## src/rtl/imem_loader.sv

```systemverilog
// -----------------------------------------------------------------------------
// imem_loader
//   Instruction-memory responder for the 4-bit accumulator core. A program is
//   streamed in byte by byte over a valid/ready interface into a local
//   DEPTH-entry store. The core is held in reset until a complete program has
//   been loaded, then released automatically. Fetches are served
//   combinationally from the store.
//
//   Optional build macro: IMEM_HALT_DETECT_EN
//     When defined, a taken branch-to-self in RUN sets a sticky HALTED flag.
//     When undefined, HALTED is tied low and no detection logic is built.
//
// Ports
//   CLK         in   rising-edge clock shared with the core
//   RST         in   asynchronous active-high reset
//   LD_START    in   single-cycle pulse, begins (or restarts) a program load
//   LD_VALID    in   host byte valid
//   LD_READY    out  a byte is accepted this cycle when LD_VALID is high
//   LD_DATA     in   instruction byte
//   LD_LAST     in   marks the final byte of the program
//   PC          in   core fetch address
//   INSTR       out  instruction at PC (8'h00 outside the loaded program)
//   CORE_RSTN   out  registered active-low reset to the core
//   LOADED_CNT  out  number of valid instructions stored
//   BUSY        out  high while loading
//   HALTED      out  sticky branch-to-self detect (optional feature)
// -----------------------------------------------------------------------------
module imem_loader #(
    parameter int unsigned PC_W    = 7,
    parameter int unsigned INSTR_W = 8,
    parameter int unsigned DEPTH   = 128,
    parameter int unsigned CNT_W   = 8
) (
    input  logic               CLK,
    input  logic               RST,
    input  logic               LD_START,
    input  logic               LD_VALID,
    output logic               LD_READY,
    input  logic [INSTR_W-1:0] LD_DATA,
    input  logic               LD_LAST,
    input  logic [PC_W-1:0]    PC,
    output logic [INSTR_W-1:0] INSTR,
    output logic               CORE_RSTN,
    output logic [CNT_W-1:0]   LOADED_CNT,
    output logic               BUSY,
    output logic               HALTED
);

    typedef enum logic [1:0] {
        S_IDLE = 2'd0,
        S_LOAD = 2'd1,
        S_RUN  = 2'd2
    } state_t;

    state_t               r_state;
    state_t               w_next_state;
    logic [PC_W-1:0]      r_wptr;
    logic [CNT_W-1:0]     r_loaded_cnt;
    logic                 r_core_rstn;
    logic [INSTR_W-1:0]   r_mem [DEPTH];

    logic                 w_beat;
    logic                 w_wptr_at_end;
    logic [CNT_W-1:0]     w_wptr_inc;
    logic [CNT_W-1:0]     w_pc_ext;
    logic [INSTR_W-1:0]   w_instr;

    assign w_wptr_at_end = (r_wptr == PC_W'(DEPTH - 1));
    assign w_wptr_inc    = CNT_W'(r_wptr) + CNT_W'(1);
    assign w_beat        = LD_VALID && LD_READY;

    // Next-state and combinational handshake/status outputs.
    always_comb begin
        w_next_state = r_state;
        LD_READY     = 1'b0;
        BUSY         = 1'b0;
        case (r_state)
            S_IDLE: begin
                if (LD_START) w_next_state = S_LOAD;
            end
            S_LOAD: begin
                BUSY     = 1'b1;
                LD_READY = !LD_START;
                // A restart takes priority over completing the current load.
                if (LD_START)
                    w_next_state = S_LOAD;
                else if (LD_VALID && (LD_LAST || w_wptr_at_end))
                    w_next_state = S_RUN;
            end
            S_RUN: begin
                if (LD_START) w_next_state = S_LOAD;
            end
            default: w_next_state = S_IDLE;
        endcase
    end

    always_ff @(posedge CLK or posedge RST) begin
        if (RST) begin
            r_state      <= S_IDLE;
            r_wptr       <= '0;
            r_loaded_cnt <= '0;
            r_core_rstn  <= 1'b0;
        end else begin
            r_state     <= w_next_state;
            // Registered from next state so the core is released on the same
            // edge that enters RUN and held on the same edge that leaves it.
            r_core_rstn <= (w_next_state == S_RUN);
            if (LD_START) begin
                r_wptr       <= '0;
                r_loaded_cnt <= '0;
            end else if (w_beat) begin
                r_loaded_cnt <= w_wptr_inc;
                // The last slot ends the load; hold the pointer rather than wrap.
                if (!w_wptr_at_end) r_wptr <= r_wptr + PC_W'(1);
            end
        end
    end

    // Store is not reset; only slots below LOADED_CNT are ever visible.
    always_ff @(posedge CLK) begin
        if (w_beat) r_mem[r_wptr] <= LD_DATA;
    end

    assign w_pc_ext = CNT_W'(PC);
    assign w_instr  = ((r_state == S_RUN) && (w_pc_ext < r_loaded_cnt)) ? r_mem[PC] : '0;
    assign INSTR      = w_instr;
    assign CORE_RSTN  = r_core_rstn;
    assign LOADED_CNT = r_loaded_cnt;

`ifdef IMEM_HALT_DETECT_EN
    logic [PC_W-1:0] r_prev_pc;
    logic            r_halted;
    logic            w_self_branch;

    // Branch opcode whose target is its own address, with PC not advancing.
    assign w_self_branch = (r_state == S_RUN) && w_instr[INSTR_W-1] &&
                           (w_instr[PC_W-1:0] == PC) && (PC == r_prev_pc);

    always_ff @(posedge CLK or posedge RST) begin
        if (RST) begin
            r_prev_pc <= '0;
            r_halted  <= 1'b0;
        end else begin
            r_prev_pc <= PC;
            if (LD_START)
                r_halted <= 1'b0;
            else if (w_self_branch)
                r_halted <= 1'b1;
        end
    end

    assign HALTED = r_halted;
`else
    assign HALTED = 1'b0;
`endif

endmodule

```

## config.mk

```make
export PLATFORM = sky130hd
export DESIGN_NAME = imem_loader
export DESIGN_NICKNAME = d
export VERILOG_FILES = /design/src/rtl/imem_loader.sv
export SDC_FILE = /design/constraint.sdc
export NUM_CORES = 1
export LEC_CHECK = 0
export BUFFER_PORTS_ARGS = -buffer_cell sky130_fd_sc_hd__buf_4
export CAP_MARGIN = 20
export CORE_MARGIN = 1.5
export CORE_UTILIZATION = 46
export CTS_CLUSTER_DIAMETER = 120
export DETAILED_ROUTE_END_ITERATION = 10
export MAX_ROUTING_LAYER = met4
export SYNTH_ARGS = -nofsm -noshare
export SYNTH_HDL_FRONTEND = slang
export SYNTH_SLANG_ARGS = --single-unit
```

## constraint.sdc

```tcl
create_clock -name CLK -period 5.74 [get_ports CLK]
set_input_delay 0.861 -clock CLK [delete_from_list [all_inputs] [get_ports CLK]]
set_output_delay 0.861 -clock CLK [all_outputs]
set_load 0.02 [all_outputs]
```

After elaboration in Yosys (flattened, before gate mapping)
Memory sizes are Yosys's and may differ from the RTL's.
Cells that the tools add are included.
Word-level totals
  output and inout bits: 20
  memory bits (writable): 1024
  memories: 1
  input port bits: 20
  word-level logic and storage cells: 36
  flip-flop bits (word level): 18
Cells by class
  reduce and logical (&&, ||, !) cells: 9
  order comparisons: 1
  add/sub/neg operators: 2
  equal/unequal tests: 5
  multiplexer cells: 14
Memories
  r_mem: words 128, bits a word 8, rd ports 1, clocked after Yosys merged registers in 0, wr ports 1, RTL line 60  | logic [INSTR_W-1:0] r_mem [DEPTH];
Operators with widths (count)
  8-bit 2-to-1 mux: 3
  7-bit 2-to-1 mux: 3
  7-bit by 1-bit adder with 8-bit output (second input constant): 1
  7-bit by 8-bit less-than comparator with 1-bit output: 1
  7-bit by 1-bit adder with 7-bit output (second input constant): 1
  7-bit equality test (second input constant): 1
  2-bit 2-to-1 mux: 3
  2-bit equality test (second input constant): 2
  1-bit 2-to-1 mux: 4
  2-bit case mux with 2 select lines: 1
  1-bit logical AND: 3
  2-bit by 1-bit equality test with 1-bit output (second input constant): 1
  2-bit zero test: 1
  2-bit != test (second input constant): 1
  2-bit AND reduction: 1
  2-bit nonzero test: 1
  2-bit OR reduction: 1
  1-bit zero test: 1
  1-bit logical OR: 1

Depth between registers and ports, before layout
Gate-level depths: netlist of run 1.
  depth after elaboration: 7
  mapped depth: 10

Worst setup path before layout of run 1
No wires, ideal clock.
  path kind: input-to-output
  start point: input PC[4]
  end point: output INSTR[0]
  arrival time: 2.786 ns
  stages on the path: 7
  data required time: 4.879 ns
  path buffers: 1
  setup slack: 2.093 ns
  cells stage by stage: ha_1 -> a21o_1 -> a2111oi_0 -> o21a_1 -> buf_4 -> o21bai_1 -> o32ai_1
On the way
  cells in the longest elaborated chain, start to end: 3
RTL lines
  start, declared: RTL line 41  | input logic [PC_W-1:0] PC,
  branches (longest 2 deep; another with memory read 128 x 8 bit)
  8-bit 2-to-1 mux *: RTL line 125  | assign w_instr = ((r_state == S_RUN) && (w_pc_ext < r_loaded_cnt)) ? r_mem[PC] : '0;
  end, declared: RTL line 42  | output logic [INSTR_W-1:0] INSTR,
Mark *: on every way between the ends.

Worst setup path after layout of run 1
  start point: input PC[0]
  end point: output INSTR[3]
The elaborated chain is that of the path after synthesis.

==> run metrics, run 1 <==
Hold Fails Final Rpt=0; Starting Density=46.40%; DRT Wirelength=102900 microns; critical path class=primary input to primary output; first-pass GRT wire length=148600 microns; DRC=0; power per cell area=348.0 mW/mm^2; Seq/Total Area, Yosys=76.08%; cell with the most instances after synthesis=edfxtp_1; final total power=16.04 mW; worst hold path type=primary input to async pin; Worst Skew=0.04562 ns; Initial DRC Count=2294; Crit. End Element=primary output; number of buffers created by CTS=106; Routed WL per cell=29.80 microns; fmax=0.2032 GHz; Synth area leaders=edfxtp_1 (75%), mux4_2 (9.4%), mux2i_1 (4.5%); clock slew at reported path FFs=0.06 ns; worst endpoint required time=4.88 ns; static leakage=14.79 nW; wire length on met2=48910 microns; via/cell ratio=6.036; FP Rows=109; reg2reg start=r_state[1]; worst-case clock buffer depth=3; final slew viol count=0; reg2reg end=r_mem[47][7]; wl on met1=43660 microns; # IOs=40; final hold slack=0.3526 ns; Die Wd=301.6 microns; Post-synth EDFFs=1024; Yosys reg bits=1042; Post-synth top cells=edfxtp_1 (1024), mux2i_1 (183), mux4_2 (172), nor2_1 (142), a22oi_1 (129); CTS tree=done; depth of the CTS H-tree=3; GRT Residual Overflow=0; Vias=20844; Avg Inst Size Synth=19.25 sq um; Post-CTS Setup Inserts=0; dpl hpwl=64390 microns; Slew Limit Headroom=24.40%; top-area cell type share of the netlist area=74.99%; post-synth top area cell=edfxtp_1; top sig layer=met4; CP startpoint kind=primary input; die area=0.09094 sq mm; R2R cell count=5; Mapped Nets=2157; post-layout minimum cycle time=4.921 ns; post-synthesis cell area=0.04101 sq mm; P&R area growth vs syn=12.36%; Core Util, Final=52.14%; Finished Cell Area=0.04607 sq mm; met3 WL=7787 microns; CP arrival=4.06 ns; Mapped Cells=2130; GPL Wtd Cong=0.9761; vias in the first global route=20963; internal reg-to-reg setup slack=1.98 ns; Clock Latency Late Sink=0.69 ns; nets=2230; ys flop type=edfxtp_1; setup tns final=0 ns; Max-cap violations=0; initial antenna violation count=4; Unique masters post-synth=52; status=finished clean; share of layout cells above drive strength 1=18.64%; area of the core=0.08837 sq mm; Max Fanout on Critical Path=61; worst vdd ir=0.2620 mV; FILL cells=6965; RSZ-0062 raised after global routing=no; cts repair resizes=0; final setup violation count=0; slew at the pin closest to its max-slew limit=1.131 ns; Die H=301.6 microns; Total GRT Usage=23.54%; largest net degree at the start of global routing=101; # port buffers=38; clk sinks=1042; Root Buffer=clkbuf_16; Pre-antenna DRT Iters=7; ANT nets after route=0; ys async rst share=1.727%; Final Cycle Share=85.73%; Placement Cell Area=0.04261 sq mm; Ys Warns=0; number of hold buffers added after CTS=0
==> power breakdown <==
group / internal [mW] / total [mW] / leakage (nW) / switching [mW]
registers: 8.37 / 8.38 / 9.45 / 0.0129
logic: 0.258 / 0.801 / 3.69 / 0.543
clock network: 3.95 / 6.86 / 1.66 / 2.90
==> metrics by stage <==
step / setup WS [ns] / instances
after global routing: 0.6583 / 3453
after global placement: 0.9920 / 3259
final: 0.8193 / 3453
after CTS: 0.9740 / 3450
after detailed placement: 0.9741 / 3260
after floorplan: 2.093 / 2130
==> worst max path at each step <==
stage / start / end / slack (ns) / cells after the start
global placement: PC[2] / INSTR[2] / 0.99 / 10
finish: PC[0] / INSTR[3] / 0.82 / 9
floorplan: PC[4] / INSTR[0] / 2.09 / 7
CTS: PC[2] / INSTR[7] / 0.97 / 9
detailed placement: PC[2] / INSTR[7] / 0.97 / 9
global route: PC[0] / INSTR[3] / 0.66 / 9
==> cell usage in the layout, fill, tap and decap left out, types with 6 or more instances in the layout <==
cell       Yosys  layout
clkinv_2       0      13
o32ai_1        9       9
buf_12         0       7
edfxtp_1    1024    1024
nand3b_1       6       6
nand3_1       48      48
a21oi_1       57      57
a22oi_1      129     129
o21ai_0       20      20
nand2_1       71      71
clkbuf_1      47      26
bufinv_16      0      12
a31oi_1       16      16
clkinv_1       0      21
dfrtp_1       18      18
ha_1           7       7
mux2i_1      183     183
buf_4         21      86
inv_1         11      11
nor2_1       142     141
clkbuf_16      0     106
mux4_2       172     172
o221ai_1       7       7
o211ai_1       6       6
==> cells by family after synthesis <==
family                     share of synthesized area (%)
adders and majority gates                         0.2136
DFF                                                76.08
xor gates and xnor gates                          0.1068
buffers and inverters                              1.928
muxes                                              13.91
and+or+nand+nor                                    3.347
other                                           0.009145
AOI/OAI and AO/OA                                  4.397
==> final cells by class <==
type	count	area, sq um	area share [%]
sequential	1042	31200	67.72
multi-input combinational	946	9081	19.71
clock buffer	132	2750	5.969
tap	1165	1458	3.164
timing repair buffer	96	830.8	1.803
clock inverter	58	705.7	1.532
inverter	11	41.29	0.08962
antenna	3	7.507	0.01629
==> critical path, stage by stage <==
cell     delay, ns
buf_8         0.56
nor2b_4       0.36
buf_4         0.33
a22oi_1       0.19
nand3_1       0.17
nand3_1       0.26
a21oi_1       0.07
o32ai_1       0.86
buf_4         0.29
==> registers in the layout (all words and copies together), names as in the netlist <==
| signal | count |
|---|---|
| r_mem | 1024 |
| r_wptr | 7 |
| LOADED_CNT | 8 |
| CORE_RSTN | 1 |
| r_state | 2 |
==> metal layers <==
layer	track usage [%]	vias up
met3	4.603	160
met2	35.82	854
met5	-	-
met1	32.73	10995
met4	6.226	0
li1	-	8835
No activity file was read; power rests on OpenSTA's default activity.
==> inputs of run 2 (changes only) <==
Settings changed: ABC_AREA from default to 1, CORE_UTILIZATION 46 to 50, PLACE_DENSITY from default to 0.65.
==> run 2 against run 1 <==
Against the previous run: non-clock buffer count grew 4; synthesized area rose by 11%; sequential power barely moved; synthesized cell count is 100% higher; sequential share of layout area down 5.1 points; clock power is 3.1% lower; count of clock-buffer cells in the layout is 7 lower; die area rose by 1.6%; highest routed layer unchanged.
==> run metrics, run 2 <==
power per cell area=321.7 mW/mm^2 (was 348.0 mW/mm^2); critical path class=primary input to primary output (unchanged); number of buffers created by CTS=106 (unchanged); final slew viol count=0 (unchanged); clock share of power=41.5% (was 42.8%); Max Fanout on Critical Path=70 (was 61); Mapped Cells=4343 (was 2130); Unique masters post-synth=25 (was 52); worst hold path type=primary input to async pin (unchanged); area of the core=0.08987 sq mm (was 0.08837 sq mm); fmax=0.2167 GHz (was 0.2032 GHz); GRT Residual Overflow=0 (unchanged); CP peak stage delay=0.45 ns (was 0.86 ns); Synth area leaders=edfxtp_1 (68%), nand2_1 (11%), nand3_1 (9.0%) (was edfxtp_1 (75%), mux4_2 (9.4%), mux2i_1 (4.5%)); depth of the CTS H-tree=3 (unchanged); multiplexer share of the synthesized area=0% (was 13.91%); ys async rst share=1.727% (unchanged); GPL Wtd Cong=0.8928 (was 0.9761); cell with the most instances after synthesis=nand2_1 (was edfxtp_1); Die H=304.0 microns (was 301.6 microns); Total GRT Usage=26.04% (was 23.54%); Net Sw Power=3.649 mW (was 3.459 mW); ANT nets after route=0 (unchanged); R2R cell count=10 (was 5); nets=4345 (was 2230); clk sinks=1042 (unchanged); largest net degree at the start of global routing=138 (was 101); Root Buffer=clkbuf_16 (unchanged); Internal=12.39 mW (was 12.58 mW); commonest non-fill, non-tap cells in the layout=nand2_1 (1347), edfxtp_1 (1024), nand3_1 (819), inv_1 (608), nor2_1 (159) (was edfxtp_1 (1024), mux2i_1 (183), mux4_2 (172), nor2_1 (141), a22oi_1 (129)); first-pass GRT wire length=177800 microns (was 148600 microns); top-area cell type share of the netlist area=67.86% (was 74.99%); cell-by-cell trace of the critical path=buf_8 > inv_8 > buf_12 > buf_4 > nand2_1 > nand3_1 > nand3_1 > nand3_1 > nand3_1 > nand3_1 > nand2_1 > nand2_1 > nand2_1 > nor2_1 > buf_4 (was buf_8 > nor2b_4 > buf_4 > a22oi_1 > nand3_1 > nand3_1 > a21oi_1 > o32ai_1 > buf_4); ys flop type=edfxtp_1 (unchanged); XOR/XNOR share of the synthesized area=0% (was 0.1068%); layer with the highest usage=met2 (unchanged); Worst path most repeated cell=nand3_1; via/cell ratio=5.440 (was 6.036); Hold Fails Final Rpt=0 (unchanged); Ys Warns=0 (unchanged); Core Util, Final=55.48% (was 52.14%); Die Wd=304.0 microns (was 301.6 microns); status=finished clean (unchanged); Seq pwr share=52.2% (about the same); CP startpoint kind=primary input (unchanged); Slowest cell on crit path=inv_8 (was o32ai_1); CP arrival=3.75 ns (was 4.06 ns); reg2reg start=r_state[0] (was r_state[1]); Clock Latency Late Sink=0.68 ns (was 0.69 ns); post-synthesis cell area=0.04531 sq mm (was 0.04101 sq mm); DRC=0 (unchanged); static leakage=20.14 nW (was 14.79 nW); Sw Share=22.75% (was 21.57%); FILL cells=7555 (was 6965); # port buffers=38 (unchanged); GR Util met2=40.06% (was 35.82%); Vias=30354 (was 20844); Mapped Nets=4370 (was 2157); # IOs=40 (unchanged); Comb power frac=6.3% (was 5.0%); worst vdd ir=0.2965 mV (was 0.2620 mV); ANT cells=0 (was 3); Yosys reg bits=1042 (unchanged); final setup violation count=0 (unchanged); global-route met3 utilization=3.886% (was 4.603%); worst endpoint required time=4.88 ns (about the same); FP Rows=110 (was 109); RSZ-0062 raised after global routing=no (unchanged); die area=0.09244 sq mm (was 0.09094 sq mm); Final Cycle Share=80.39% (was 85.73%); slew at the pin closest to its max-slew limit=1.209 ns (was 1.131 ns); reg2reg end=r_mem[40][7] (was r_mem[47][7]); initial antenna violation count=2 (was 4); Avg Inst Size Synth=10.43 sq um (was 19.25 sq um); post-synth top area cell=edfxtp_1 (unchanged); multi-input logic area=0.01058 sq mm (was 0.009081 sq mm); cts repair resizes=0 (unchanged); largest register by flop count=r_mem (unchanged); simple-gate portion of the synthesized area=22.55% (was 3.347%); Crit. End Element=primary output (unchanged); setup tns final=0 ns (unchanged); Starting Density=50.42% (was 46.40%); dpl hpwl=67280 microns (was 64390 microns); Post-synth EDFFs=1024 (unchanged); compound-gate portion of the synthesized area=0.5964% (was 4.397%); worst-case clock buffer depth=3 (unchanged); largest family of logic cells by synthesized area=simple AND/OR/NAND/NOR gates (was multiplexers); register area=0.03120 sq mm (unchanged); CTS tree=done (unchanged); Initial DRC Count=3508 (was 2294); Max-cap violations=0 (unchanged); vias in the first global route=28937 (was 20963); met1 Usage GRT=35.94% (was 32.73%); most common cell after layout, fill and taps aside=nand2_1 (was edfxtp_1); Post-synth top cells=nand2_1 (1347), edfxtp_1 (1024), nand3_1 (819), inv_1 (611), nor2_1 (159) (was edfxtp_1 (1024), mux2i_1 (183), mux4_2 (172), nor2_1 (142), a22oi_1 (129)); synthesized-area fraction occupied by adder cells=0.1933% (was 0.2136%); share of layout cells above drive strength 1=6.426% (was 18.64%); Seq/Total Area, Yosys=68.85% (was 76.08%); Routed WL per cell=21.01 microns (was 29.80 microns); Pre-antenna DRT Iters=6 (was 7); P&R area growth vs syn=10.04% (was 12.36%); number of hold buffers added after CTS=0 (unchanged); internal reg-to-reg setup slack=2.52 ns (was 1.98 ns); DRT Wirelength=117200 microns (was 102900 microns); clock slew at reported path FFs=0.06 ns (about the same); max reg flops=1024 (unchanged); post-layout minimum cycle time=4.615 ns (was 4.921 ns); Post-CTS Setup Inserts=0 (unchanged); Worst Skew=0.02897 ns (was 0.04562 ns); final hold slack=0.3112 ns (was 0.3526 ns); Slew Limit Headroom=19.30% (was 24.40%)
==> run 2: cell count changes after synthesis, moves of 41 or more <==
cell / change
a21oi_1: -41
a22oi_1: -129
buf_2: +73
inv_1: +600
mux2i_1: -183
mux4_2: -172
nand2_1: +1276
nand3_1: +771
==> run 2: cells by family (layout without fill, tap and decap cells) <==
| kind of cell | after synthesis | after routing |
|---|---|---|
| buf+inv | 846 | 907 |
| simple gates | 2400 | 2400 |
| flops | 1042 | 1042 |
| other cells | 1 | 1 |
| fa+ha+maj | 7 | 7 |
| compound gates | 47 | 47 |
==> run 2: per-layer routing <==
layer	vias up	share of wire [%]	wire length, microns
met5	-	0	0
met3	235	7.8	9135
li1	14211	-	-
met2	1267	47	55260
met4	0	3.0	3499
met1	14641	42	49320
==> run 2: worst max-delay path, delay by kind of cell <==
family / cells / cell delay, ns
buffers and inverters: 5 / 1.35
AND/OR/NAND/NOR: 10 / 1.37
==> run 2: power groups by stage <==
stage          Sequential (mW)  Clock (mW)  Combinational (mW)
2_1_floorplan             8.54           0               0.573
3_3_place_gp              8.54           0               0.995
3_5_place_dp              8.54           0                1.00
4_1_cts                   8.38        6.70                1.01
5_1_grt                   8.37        7.00                1.10
6_report                  8.38        6.65                1.01
==> run 2: worst max path at each step <==
| stage | to | slack [ns] | startpoint |
|---|---|---|---|
| floorplan | INSTR[4] | 2.66 | PC[1] |
| global placement | INSTR[7] | 1.24 | PC[0] |
| detailed placement | INSTR[7] | 1.25 | PC[0] |
| CTS | INSTR[7] | 1.25 | PC[0] |
| global route | INSTR[7] | 1.05 | PC[0] |
| finish | INSTR[7] | 1.13 | PC[0] |
==> run 2: layout make-up <==
type | count | area share, %
clock inverter | 69 | 1.071
multi-input combinational | 2455 | 21.22
sequential | 1042 | 62.57
inverter | 613 | 4.650
tap | 1176 | 2.951
clock buffer | 125 | 5.548
timing repair buffer | 100 | 1.990
==> run 2: stage by stage <==
| step | total power [mW] | cell area (sq um) | std cells | setup WS [ns] |
|---|---|---|---|---|
| 5_1_grt | 16.47 | 49860 | 5580 | 1.050 |
| 6_report | 16.04 | 49860 | 5580 | 1.125 |
| 3_5_place_dp | 9.540 | 46510 | 5384 | 1.253 |
| 4_1_cts | 16.08 | 49810 | 5578 | 1.249 |
| 3_3_place_gp | 9.531 | 46500 | 5383 | 1.241 |
| 2_1_floorplan | 9.111 | 45310 | 4343 | 2.663 |
